<file path="config.mk">
export PLATFORM = sky130hd
export DESIGN_NAME = spi_responder_flat
export DESIGN_NICKNAME = d
export VERILOG_FILES = /design/src/rtl/spi_link_pkg.sv /design/src/rtl/spi_responder_if.sv /design/src/rtl/spi_frame_shifter.sv /design/src/rtl/spi_responder.sv /design/src/flat_wrapper.sv
export SDC_FILE = /design/constraint.sdc
export NUM_CORES = 1
export LEC_CHECK = 0
export ABC_AREA = 1
export BUFFER_PORTS_ARGS = -buffer_cell sky130_fd_sc_hd__buf_2
export CORE_ASPECT_RATIO = 0.8
export CORE_MARGIN = 2
export CORE_UTILIZATION = 51
export DETAILED_ROUTE_END_ITERATION = 10
export PLACE_DENSITY = 0.8
export SKIP_LAST_GASP = 1
export SLEW_MARGIN = 5
export SYNTH_ARGS = -nofsm -noshare
export SYNTH_HDL_FRONTEND = slang
export SYNTH_SLANG_ARGS = --single-unit
</file>
<file path="constraint.sdc">
create_clock -name clk -period 1.4 [get_ports clk]
set_clock_uncertainty 0.05 [all_clocks]
set_input_delay 0.14 -clock clk [delete_from_list [all_inputs] [get_ports clk]]
set_output_delay 0.14 -clock clk [all_outputs]
set_load 0.005 [all_outputs]
</file>
<file path="src/rtl/spi_link_pkg.sv">
// Shared constants and types for the 40-bit board SPI link.
package spi_link_pkg;

  localparam int FRAME_BITS   = 40;
  localparam int DAC_PAD_BITS = 8;
  localparam int ADDR_BITS    = 7;
  localparam int DATA_BITS    = 32;
  localparam int DAC_BITS     = FRAME_BITS - DAC_PAD_BITS;
  localparam int RW_BIT       = 39;
  localparam int RESP_ERR_BIT = 39;

  typedef enum logic {
    FRAME_CFG = 1'b0,
    FRAME_DAC = 1'b1
  } frame_type_e;

  typedef enum logic [1:0] {
    ST_IDLE   = 2'd0,
    ST_SHIFT  = 2'd1,
    ST_COMMIT = 2'd2
  } resp_state_e;

endpackage

</file>
<file path="src/rtl/spi_responder_if.sv">
// Link-side signal bundle of the SPI responder. The master side is the link
// controller plus the external register bank; the slave side is the responder.
interface spi_responder_if;
  import spi_link_pkg::*;

  logic                 cs_b;
  logic                 mosi;
  logic                 spi_sel;
  logic                 miso;
  logic                 cfg_wr;
  logic [ADDR_BITS-1:0] cfg_addr;
  logic [DATA_BITS-1:0] cfg_wdata;
  logic [ADDR_BITS-1:0] cfg_rd_addr;
  logic [DATA_BITS-1:0] cfg_rd_data;
  logic                 dac_valid;
  logic [DAC_BITS-1:0]  dac_code;
  logic                 frame_err;

  modport master (
    output cs_b, mosi, spi_sel, cfg_rd_data,
    input  miso, cfg_wr, cfg_addr, cfg_wdata, cfg_rd_addr, dac_valid, dac_code, frame_err
  );

  modport slave (
    input  cs_b, mosi, spi_sel, cfg_rd_data,
    output miso, cfg_wr, cfg_addr, cfg_wdata, cfg_rd_addr, dac_valid, dac_code, frame_err
  );

endinterface

</file>
<file path="src/rtl/spi_frame_shifter.sv">
// Receive/transmit shift registers and saturating bit counter of the SPI
// responder. The transmit register reloads the response while cs_b is high so
// its MSB is already on miso before the first sample edge of a frame.
module spi_frame_shifter #(
  parameter int FRAME_BITS = 40,
  parameter int CNT_BITS   = 6
) (
  input  logic                  clk,
  input  logic                  rst_n,
  input  logic                  cs_b,
  input  logic                  mosi,
  input  logic [FRAME_BITS-1:0] resp,
  output logic [FRAME_BITS-1:0] rx_shift,
  output logic                  tx_msb,
  output logic [CNT_BITS-1:0]   bit_cnt,
  output logic                  first_bit
);

  localparam logic [CNT_BITS-1:0] CNT_MAX = CNT_BITS'(FRAME_BITS + 1);

  logic [FRAME_BITS-1:0] rx_q, rx_d;
  logic [FRAME_BITS-1:0] tx_q, tx_d;
  logic [CNT_BITS-1:0]   cnt_q, cnt_d;
  logic                  cs_b_prev_q, cs_b_prev_d;

  // cs_b_prev resets low so a frame already in progress at reset is ignored
  // until cs_b has been seen high again.
  assign first_bit = ~cs_b & cs_b_prev_q;
  assign rx_shift  = rx_q;
  assign tx_msb    = tx_q[FRAME_BITS-1];
  assign bit_cnt   = cnt_q;

  // Shift while selected, preload the response while deselected.
  always_comb begin
    rx_d        = rx_q;
    tx_d        = tx_q;
    cnt_d       = cnt_q;
    cs_b_prev_d = cs_b;
    if (cs_b) begin
      tx_d = resp;
    end else begin
      rx_d = {rx_q[FRAME_BITS-2:0], mosi};
      tx_d = {tx_q[FRAME_BITS-2:0], 1'b0};
      if (first_bit) begin
        cnt_d = CNT_BITS'(1);
      end else if (cnt_q != CNT_MAX) begin
        cnt_d = cnt_q + CNT_BITS'(1);
      end
    end
  end

  // Register update with synchronous active-low reset.
  always_ff @(posedge clk) begin
    if (!rst_n) begin
      rx_q        <= '0;
      tx_q        <= '0;
      cnt_q       <= '0;
      cs_b_prev_q <= 1'b0;
    end else begin
      rx_q        <= rx_d;
      tx_q        <= tx_d;
      cnt_q       <= cnt_d;
      cs_b_prev_q <= cs_b_prev_d;
    end
  end

endmodule

</file>
<file path="src/rtl/spi_responder.sv">
// Target-side endpoint of the 40-bit board SPI link: decodes config and DAC
// frames, drives register/DAC strobes and returns a 40-bit response on miso.
// Build option SPI_RESPONDER_ECHO_EN: the response becomes the raw 40 bits of
// the last completed frame (loopback) instead of register read data.
module spi_responder #(
  parameter int FRAME_BITS = spi_link_pkg::FRAME_BITS,
  parameter int NUM_REGS   = 16,
  parameter int DAC_BITS   = spi_link_pkg::DAC_BITS
) (
  input  logic            clk,
  input  logic            rst_n,
  spi_responder_if.slave  bus
);
  import spi_link_pkg::*;

  localparam int CNT_BITS = $clog2(FRAME_BITS + 2);

  logic [FRAME_BITS-1:0] rx_shift;
  logic                  tx_msb;
  logic [CNT_BITS-1:0]   bit_cnt;
  logic                  first_bit;

  resp_state_e           state_q, state_d;
  frame_type_e           sel_q, sel_d;
  logic                  err_flag_q, err_flag_d;
  logic [FRAME_BITS-1:0] resp_q, resp_d;
  logic                  cfg_wr_q, cfg_wr_d;
  logic [ADDR_BITS-1:0]  cfg_addr_q, cfg_addr_d;
  logic [DATA_BITS-1:0]  cfg_wdata_q, cfg_wdata_d;
  logic [ADDR_BITS-1:0]  cfg_rd_addr_q, cfg_rd_addr_d;
  logic                  dac_valid_q, dac_valid_d;
  logic [DAC_BITS-1:0]   dac_code_q, dac_code_d;
  logic                  frame_err_q, frame_err_d;

  logic [ADDR_BITS-1:0]  rx_addr;
  logic                  addr_ok;
  logic                  rd_ok;

  spi_frame_shifter #(
    .FRAME_BITS (FRAME_BITS),
    .CNT_BITS   (CNT_BITS)
  ) u_shifter (
    .clk       (clk),
    .rst_n     (rst_n),
    .cs_b      (bus.cs_b),
    .mosi      (bus.mosi),
    .resp      (resp_q),
    .rx_shift  (rx_shift),
    .tx_msb    (tx_msb),
    .bit_cnt   (bit_cnt),
    .first_bit (first_bit)
  );

  assign rx_addr = rx_shift[RW_BIT-1 -: ADDR_BITS];
  assign addr_ok = 32'(rx_addr) < NUM_REGS;
  assign rd_ok   = 32'(cfg_rd_addr_q) < NUM_REGS;

  assign bus.miso        = bus.cs_b ? 1'b0 : tx_msb;
  assign bus.cfg_wr      = cfg_wr_q;
  assign bus.cfg_addr    = cfg_addr_q;
  assign bus.cfg_wdata   = cfg_wdata_q;
  assign bus.cfg_rd_addr = cfg_rd_addr_q;
  assign bus.dac_valid   = dac_valid_q;
  assign bus.dac_code    = dac_code_q;
  assign bus.frame_err   = frame_err_q;

  // Frame FSM: decode on the first deselected edge, refresh the response one
  // cycle later once the register bank has answered the new read address.
  always_comb begin
    state_d       = state_q;
    sel_d         = sel_q;
    err_flag_d    = err_flag_q;
    resp_d        = resp_q;
    cfg_wr_d      = 1'b0;
    cfg_addr_d    = cfg_addr_q;
    cfg_wdata_d   = cfg_wdata_q;
    cfg_rd_addr_d = cfg_rd_addr_q;
    dac_valid_d   = 1'b0;
    dac_code_d    = dac_code_q;
    frame_err_d   = 1'b0;
    case (state_q)
      ST_IDLE: begin
        if (first_bit) begin
          state_d = ST_SHIFT;
          sel_d   = frame_type_e'(bus.spi_sel);
        end
      end
      ST_SHIFT: begin
        if (bus.cs_b) begin
          state_d = ST_COMMIT;
          if (bit_cnt != CNT_BITS'(FRAME_BITS)) begin
            frame_err_d = 1'b1;
            err_flag_d  = 1'b1;
          end else if (sel_q == FRAME_CFG) begin
            if (rx_shift[RW_BIT]) begin
              if (addr_ok) begin
                cfg_wr_d    = 1'b1;
                cfg_addr_d  = rx_addr;
                cfg_wdata_d = rx_shift[DATA_BITS-1:0];
              end else begin
                err_flag_d = 1'b1;
              end
            end else begin
              cfg_rd_addr_d = rx_addr;
              if (!addr_ok) begin
                err_flag_d = 1'b1;
              end
            end
          end else if (rx_shift[FRAME_BITS-DAC_BITS-1:0] == '0) begin
            dac_code_d  = rx_shift[FRAME_BITS-1 -: DAC_BITS];
            dac_valid_d = 1'b1;
          end else begin
            frame_err_d = 1'b1;
          end
        end
      end
      ST_COMMIT: begin
        state_d    = ST_IDLE;
        err_flag_d = 1'b0;
`ifdef SPI_RESPONDER_ECHO_EN
        resp_d = rx_shift;
`else
        resp_d = '0;
        resp_d[RESP_ERR_BIT] = err_flag_q;
        resp_d[RESP_ERR_BIT-1 -: ADDR_BITS] = cfg_rd_addr_q;
        if (rd_ok) begin
          resp_d[DATA_BITS-1:0] = bus.cfg_rd_data;
        end
`endif
        if (first_bit) begin
          state_d = ST_SHIFT;
          sel_d   = frame_type_e'(bus.spi_sel);
        end
      end
      default: state_d = ST_IDLE;
    endcase
  end

  // State and registered outputs with synchronous active-low reset.
  always_ff @(posedge clk) begin
    if (!rst_n) begin
      state_q       <= ST_IDLE;
      sel_q         <= FRAME_CFG;
      err_flag_q    <= 1'b0;
      resp_q        <= '0;
      cfg_wr_q      <= 1'b0;
      cfg_addr_q    <= '0;
      cfg_wdata_q   <= '0;
      cfg_rd_addr_q <= '0;
      dac_valid_q   <= 1'b0;
      dac_code_q    <= '0;
      frame_err_q   <= 1'b0;
    end else begin
      state_q       <= state_d;
      sel_q         <= sel_d;
      err_flag_q    <= err_flag_d;
      resp_q        <= resp_d;
      cfg_wr_q      <= cfg_wr_d;
      cfg_addr_q    <= cfg_addr_d;
      cfg_wdata_q   <= cfg_wdata_d;
      cfg_rd_addr_q <= cfg_rd_addr_d;
      dac_valid_q   <= dac_valid_d;
      dac_code_q    <= dac_code_d;
      frame_err_q   <= frame_err_d;
    end
  end

endmodule

</file>
<file path="src/flat_wrapper.sv">
// flat-port wrapper written by rule: the top's interface ports become plain ports
module spi_responder_flat import spi_link_pkg::*;
#(
  parameter int FRAME_BITS = spi_link_pkg::FRAME_BITS,
  parameter int NUM_REGS   = 16,
  parameter int DAC_BITS   = spi_link_pkg::DAC_BITS
)
  (clk, rst_n, bus_cs_b, bus_mosi, bus_spi_sel, bus_cfg_rd_data, bus_miso, bus_cfg_wr, bus_cfg_addr, bus_cfg_wdata, bus_cfg_rd_addr, bus_dac_valid, bus_dac_code, bus_frame_err);
  spi_responder_if bus_i ();
  input  logic clk;
  input  logic rst_n;
  input wire logic [$bits(bus_i.cs_b)-1:0] bus_cs_b;
  input wire logic [$bits(bus_i.mosi)-1:0] bus_mosi;
  input wire logic [$bits(bus_i.spi_sel)-1:0] bus_spi_sel;
  input wire logic [$bits(bus_i.cfg_rd_data)-1:0] bus_cfg_rd_data;
  output wire logic [$bits(bus_i.miso)-1:0] bus_miso;
  output wire logic [$bits(bus_i.cfg_wr)-1:0] bus_cfg_wr;
  output wire logic [$bits(bus_i.cfg_addr)-1:0] bus_cfg_addr;
  output wire logic [$bits(bus_i.cfg_wdata)-1:0] bus_cfg_wdata;
  output wire logic [$bits(bus_i.cfg_rd_addr)-1:0] bus_cfg_rd_addr;
  output wire logic [$bits(bus_i.dac_valid)-1:0] bus_dac_valid;
  output wire logic [$bits(bus_i.dac_code)-1:0] bus_dac_code;
  output wire logic [$bits(bus_i.frame_err)-1:0] bus_frame_err;
  assign bus_i.cs_b = bus_cs_b;
  assign bus_i.mosi = bus_mosi;
  assign bus_i.spi_sel = bus_spi_sel;
  assign bus_i.cfg_rd_data = bus_cfg_rd_data;
  assign bus_miso = bus_i.miso;
  assign bus_cfg_wr = bus_i.cfg_wr;
  assign bus_cfg_addr = bus_i.cfg_addr;
  assign bus_cfg_wdata = bus_i.cfg_wdata;
  assign bus_cfg_rd_addr = bus_i.cfg_rd_addr;
  assign bus_dac_valid = bus_i.dac_valid;
  assign bus_dac_code = bus_i.dac_code;
  assign bus_frame_err = bus_i.frame_err;
  spi_responder #(.FRAME_BITS(FRAME_BITS), .NUM_REGS(NUM_REGS), .DAC_BITS(DAC_BITS)) u_core (.clk(clk), .rst_n(rst_n), .bus(bus_i));
endmodule
</file>
==> results.cfg, run 1 <==
[layout]
area_growth_pct = 34.4
final_cell_area_mm2 = 0.0108
fillers = 1188
register_area_mm2 = 0.00425
nNetsFinal = 1303
n_antenna_cell = 0
multiInputGateArea_mm2 = 0.00346
drive_above_1_share_pct = 24.6
final_cells = 1493

[worst_setup_path]
arrival_ns = 1.92
cpMostUsedCell = nor2_1
crit_fanout = 10
max_stage_delay_ns = 0.32
start_kind = register
cp.depth = 10
cp_cell_sequence = inv_2 -> ha_4 -> nand3_4 -> nor2_8 -> nand2_4 -> nor2_4 -> buf_6 -> clkbuf_16 -> nor2_1 -> nor2_1
critPathBufInv = 3
crit_type = reg2reg
reg2reg_depth = 10
crit_slowest_cell = dfxtp_2
end_kind = register
crit_required_ns = 1.78
critPathTopFamily = simple AND/OR/NAND/NOR gates

[floorplan]
die-height_um = 116
core_area_mm2 = 0.0156
initial_core_util_pct = 51.6
rows = 41
die_x_um = 144
io_pins = 119
die-area_mm2 = 0.0168

[pwr]
peakVddDrop_mv = 0.767
finalPower_mw = 12.7
powerDensity_mw_per_mm2 = 1170
leakage_nw = 5.00

[cts]
cts_max_level = 1
path_clk_slew_ns = 0.06
cts_sinks = 212
root_buffer = clkbuf_16
clk_path_buf_depth = 3
worst_skew_pair.late_latency_ns = 0.50
cts_buffers = 21
cts_tree = yes

[logic_synthesis]
synth_area_leaders = dfxtp_1 53%, nor2_1 11%, nand2_1 9.9%, a21oi_1 5.9%, inv_1 4.9%
synth_seq_cells = 212
synth_cell_types = 26
yosysTopAreaCell = dfxtp_1
yosysSeqAreaShare_pct = 52.7
synth_nets = 1131
yosys_warnings = 0
avgSynthCellArea_um2 = 7.38
synth_area_mm2 = 0.00805
synth_top_area_share_pct = 52.7
syn_inst = 1091

[route]
vias = 7565
drc = 0
drt-vias-per-instance = 5.07
first_pass_iters = 5
drt_iter0_markers = 653
antenna_left = 0
routedWlPerCell_um = 14.2
totalWireLength_mm = 21.1

[place]
port_buffers = 118
dp.cells = 1409
post-dp-hpwl_mm = 11.6
place_area_mm2 = 0.00917
gp_congestion = 0.826

[sta]
holdWs_ns = 0.0423
setup_ws_ns = -0.133
slew_headroom_pct = 68.4
slew_viol_final = 0
hold_violations = 0
finalCritPeriodShare_pct = 109
fmax_ghz = 0.652
setup_viol = 102
period_minus_slack_ns = 1.53
tightest_slew_ns = 0.473
rsz0062_at_grt = yes

[grt]
grtUsageTotal_pct = 22.0
grt_pass1_wl_mm = 30.6
grt-ovfl-total = 0
grt_max_degree = 69
antenna_found_initial = 0
first_global_vias = 6665

[run_status]
violations = negative setup slack
status = finished with violations

[min_path]
min_path_cells = 3
hp-class = in2reg

[run]
max-cap-violations = 0
-- tightest hold or removal path, cell delays in order --
cell	delay [ns]
buf_4	0.15
nand2_1	0.16
a21oi_1	0.09
-- cell usage after synthesis (all sizes together) --
library cell    n
dfxtp         212
a211oi          1
o21ai          79
nor3            6
nand4          14
nand2         216
buf            35
a21oi          95
clkbuf         31
nor2          231
ha              3
nand3          55
inv           112
or2             1
-- stage by stage --
stage	setup WS, ns	setup TNS [ns]	utilization (%)
detailed placement	-0.143	-4.16	58.8
finish	-0.133	-8.45	69.3
floorplan	-0.0183	-0.763	-
global placement	-0.0869	-1.83	58.8
CTS	-0.0968	-3.19	65.6
global route	-0.214	-16.99	69.3
-- area by class of cell --
type	instances	area share, %
Clock inverter	7	0.879
Tap cell	215	2.49
Clock buffer	31	5.48
Timing Repair Buffer	215	15.8
Multi-Input combinational cell	701	32.0
Inverter	112	3.98
Sequential cell	212	39.3
-- report_power, final --
| group | switching [mW] | internal (mW) |
|---|---|---|
| Combinational | 0.474 | 0.322 |
| Clock | 2.33 | 3.32 |
| Sequential | 0.0724 | 6.17 |
-- metal layers --
layer,routed length [um],vias up,GRT usage (%)
met5,0,-,0
met4,521,0,6.54
met3,1290,51,4.10
met2,9840,260,35.0
met1,9500,3502,30.7
li1,-,3752,-
-- path summary, 6_finish.rpt --
path	slack, ns	endpoint	start
setup reg to reg	-0.13	u_core.bus.cfg_wdata[11]	u_core.u_shifter.bit_cnt[0]
setup / recovery	-0.13	u_core.bus.cfg_wdata[11]	u_core.u_shifter.bit_cnt[0]
hold reg to reg	0.38	u_core.bus.cfg_addr[4]	u_core.bus.cfg_addr[4]
hold / removal	0.04	u_core.u_shifter.rx_shift[39]	bus_cs_b
-- sequential cells by signal, indices dropped and copies added (netlist names), 6 cells and up --
signal,count
u_core.resp_q,40
u_core.u_shifter.rx_shift,40
u_core.u_shifter.tx_q,40
u_core.bus.cfg_wdata,32
u_core.bus.dac_code,32
u_core.bus.cfg_addr,7
u_core.bus.cfg_rd_addr,7
u_core.u_shifter.bit_cnt,6
-- cell usage in the layout (no fill, tap or decap), types with 4 or more instances in the layout --
cell / count
a21oi_2: 31
clkbuf_1: 7
nand3_1: 51
o21ai_0: 77
buf_6: 7
nand2_4: 23
buf_2: 116
inv_1: 100
clkbuf_16: 26
nand4_1: 14
buf_12: 15
nor2_2: 4
nand2_1: 181
buf_4: 37
dlygate4sd3_1: 35
nor2_1: 222
dfxtp_2: 4
dfxtp_1: 208
a21oi_1: 64
nor2_4: 4
inv_2: 9
nand2_2: 12
-- repair_timing --
item	4_1_cts	5_1_grt
resized for setup	4	117
cloned	0	6
hold endpoints to repair	51	0
endpoints found under the setup margin	73	118
pin swaps	0	43
hold buffers	35	0
setup buffers	1	5
-- logic make-up (layout without fill, tap and decap cells) --
group / Yosys count / count (layout) / synth area share (%)
buffers and inverters: 178 / 365 / 8.99
AOI/OAI and AO/OA: 175 / 175 / 10.9
adders and majority gates: 3 / 3 / 0.467
and+or+nand+nor: 523 / 523 / 26.9
DFF: 212 / 212 / 52.7
Power figures use the tool's default switching activity.
==> run 2: changes to the inputs <==
--- a/config.mk
+++ b/config.mk
@@ -9,9 +9,9 @@
 export BUFFER_PORTS_ARGS = -buffer_cell sky130_fd_sc_hd__buf_2
 export CORE_ASPECT_RATIO = 0.8
 export CORE_MARGIN = 2
-export CORE_UTILIZATION = 51
+export CORE_UTILIZATION = 32
 export DETAILED_ROUTE_END_ITERATION = 10
-export PLACE_DENSITY = 0.8
+export PLACE_DENSITY = 0.55
 export SKIP_LAST_GASP = 1
 export SLEW_MARGIN = 5
 export SYNTH_ARGS = -nofsm -noshare
==> constraint.sdc (replaced) <==
create_clock -name clk -period 1.9 [get_ports clk]
set_clock_uncertainty 0.05 [all_clocks]
set_input_delay 0.19 -clock clk [delete_from_list [all_inputs] [get_ports clk]]
set_output_delay 0.19 -clock clk [all_outputs]
set_load 0.005 [all_outputs]
==> results.cfg, run 2 (same netlist as run 1, synthesis figures left out) <==
[cts]
clk_path_buf_depth = 3
worst_skew_pair.late_latency_ns = 0.50
path_clk_slew_ns = 0.06
cts_max_level = 1
cts_tree = yes
cts_sinks = 212
post_cts_buffers = 0
cts_buffers = 23
root_buffer = clkbuf_16

[floorplan]
core_area_mm2 = 0.0245
die-height_um = 146
initial_core_util_pct = 32.8
die-area_mm2 = 0.0264
rows = 51
io_pins = 119
die_x_um = 181

[sta]
rsz0062_at_grt = no
fmax_ghz = 0.588
finalCritPeriodShare_pct = 89.5
holdWs_ns = 0.0597
slew_viol_final = 0
tightest_slew_ns = 0.607
setup_tns_ns = 0
slew_headroom_pct = 59.5
period_minus_slack_ns = 1.70
setup_viol = 0
hold_violations = 0

[route]
totalWireLength_mm = 19.8
antenna_left = 0
drt_iter0_markers = 409
top_layer_used = met4
dr_wl_met3_um = 867
routedWlPerCell_um = 12.7
wl_met1_mm = 10.3
drc = 0
drt-vias-per-instance = 4.52
first_pass_iters = 5
vias = 7066
routed-wl-met2_mm = 8.27

[worst_setup_path]
start_kind = register
crit_slowest_cell = dfxtp_1
max_stage_delay_ns = 0.35
arrival_ns = 2.05
cpMostUsedCell = inv_1
cp_cell_sequence = inv_1 -> ha_1 -> nand3_2 -> nor2_8 -> nand2_4 -> nor2_4 -> buf_12 -> inv_1 -> nand3_1 -> inv_1
crit_fanout = 39
crit_required_ns = 2.25
end_kind = register
critPathTopFamily = simple AND/OR/NAND/NOR gates
critPathBufInv = 4
crit_type = reg2reg

[layout]
layout_common_cells = 228 x nor2_1, 213 x nand2_1, 212 x dfxtp_1
multiInputGateArea_mm2 = 0.00309
register_area_mm2 = 0.00424
area_growth_pct = 25.7
final_cell_area_mm2 = 0.0101
n_antenna_cell = 0
nNetsFinal = 1268
layout_commonest_cell = nor2_1
drive_above_1_share_pct = 16.2
fillers = 2579

[place]
post-dp-hpwl_mm = 12.5
port_buffers = 118
gp_congestion = 0.734
place_area_mm2 = 0.00896

[grt]
grt_max_degree = 69
antenna_found_initial = 0
grt_pass1_wl_mm = 33.6
grt-ovfl-total = 0
grtUsageTotal_pct = 15.1
first_global_vias = 6700

[run]
max-cap-violations = 0

[pwr]
peakVddDrop_mv = 0.468
powerDensity_mw_per_mm2 = 962
leakage_nw = 4.58

[min_path]
hp-class = in2reg

[run_status]
status = completed
==> run 2: cell types whose count changed in the layout (fill, tap and decap cells not counted), moves of 6 or more <==
cell      change
nand2_2      -11
buf_4        -15
buf_12       -12
nand2_1      +32
nor2_1        +6
a21oi_1      +31
clkbuf_1      -6
buf_6         -6
inv_1         +6
nand2_4      -21
a21oi_2      -31
==> run 2: final timing paths <==
| check | cells past startpoint | startpoint | slack (ns) | endpoint |
|---|---|---|---|---|
| max | 10 | u_core.u_shifter.bit_cnt[1] | 0.20 | u_core.bus.cfg_addr[6] |
| min | 3 | bus_cs_b | 0.06 | u_core.u_shifter.rx_shift[39] |
| max reg2reg | 10 | u_core.u_shifter.bit_cnt[1] | 0.20 | u_core.bus.cfg_addr[6] |
| min reg2reg | 2 | u_core.resp_q[0] | 0.38 | u_core.u_shifter.tx_q[0] |
==> run 2: repair_timing <==
item / CTS / global route
hold endpoints to repair: 38 / 0
setup endpoints to repair: 0 / 1
hold buffers: 36 / 0
gates resized for setup: 0 / 1
==> run 2: per-stage QoR <==
stage | cells | setup slack, ns | total power [mW] | utilization [%]
2_1_floorplan | 1091 | 0.355 | 4.97 | -
3_3_place_gp | 1485 | 0.242 | 5.12 | 36.6
3_5_place_dp | 1485 | 0.184 | 5.12 | 36.6
4_1_cts | 1562 | 0.178 | 9.86 | 41.3
5_1_grt | 1562 | 0.0485 | 10.1 | 41.3
6_report | 1562 | 0.200 | 9.73 | 41.3
==> run 2: layout make-up <==
cell class,count,share of cell area [%]
inverters,112,4.16
multi-input cells,701,30.5
repair buffers,178,11.6
well taps,318,3.93
flip-flops and latches,212,41.9
clock inverters,12,1.42
clock buffers,29,6.41
==> run 2: per-layer routing <==
metal | vias to the layer above | GRT usage, %
met1 | 3214 | 21.9
met5 | - | 0
met2 | 139 | 23.2
li1 | 3683 | -
met3 | 30 | 2.58
met4 | 0 | 3.58
==> run 2: power by group <==
part | leakage [nW] | internal [mW] | switching [mW]
Combinational | 2.47 | 0.186 | 0.293
Clock | 0.391 | 2.82 | 1.83
Sequential | 1.72 | 4.54 | 0.0520
Total | 4.58 | 7.55 | 2.17
==> run 2: tightest hold or removal path: cells and delay by family <==
| family | cells | cell delay, ns |
|---|---|---|
| AO/OA/AOI/OAI | 1 | 0.08 |
| AND/OR/NAND/NOR | 1 | 0.14 |
| buffers and inverters | 1 | 0.14 |
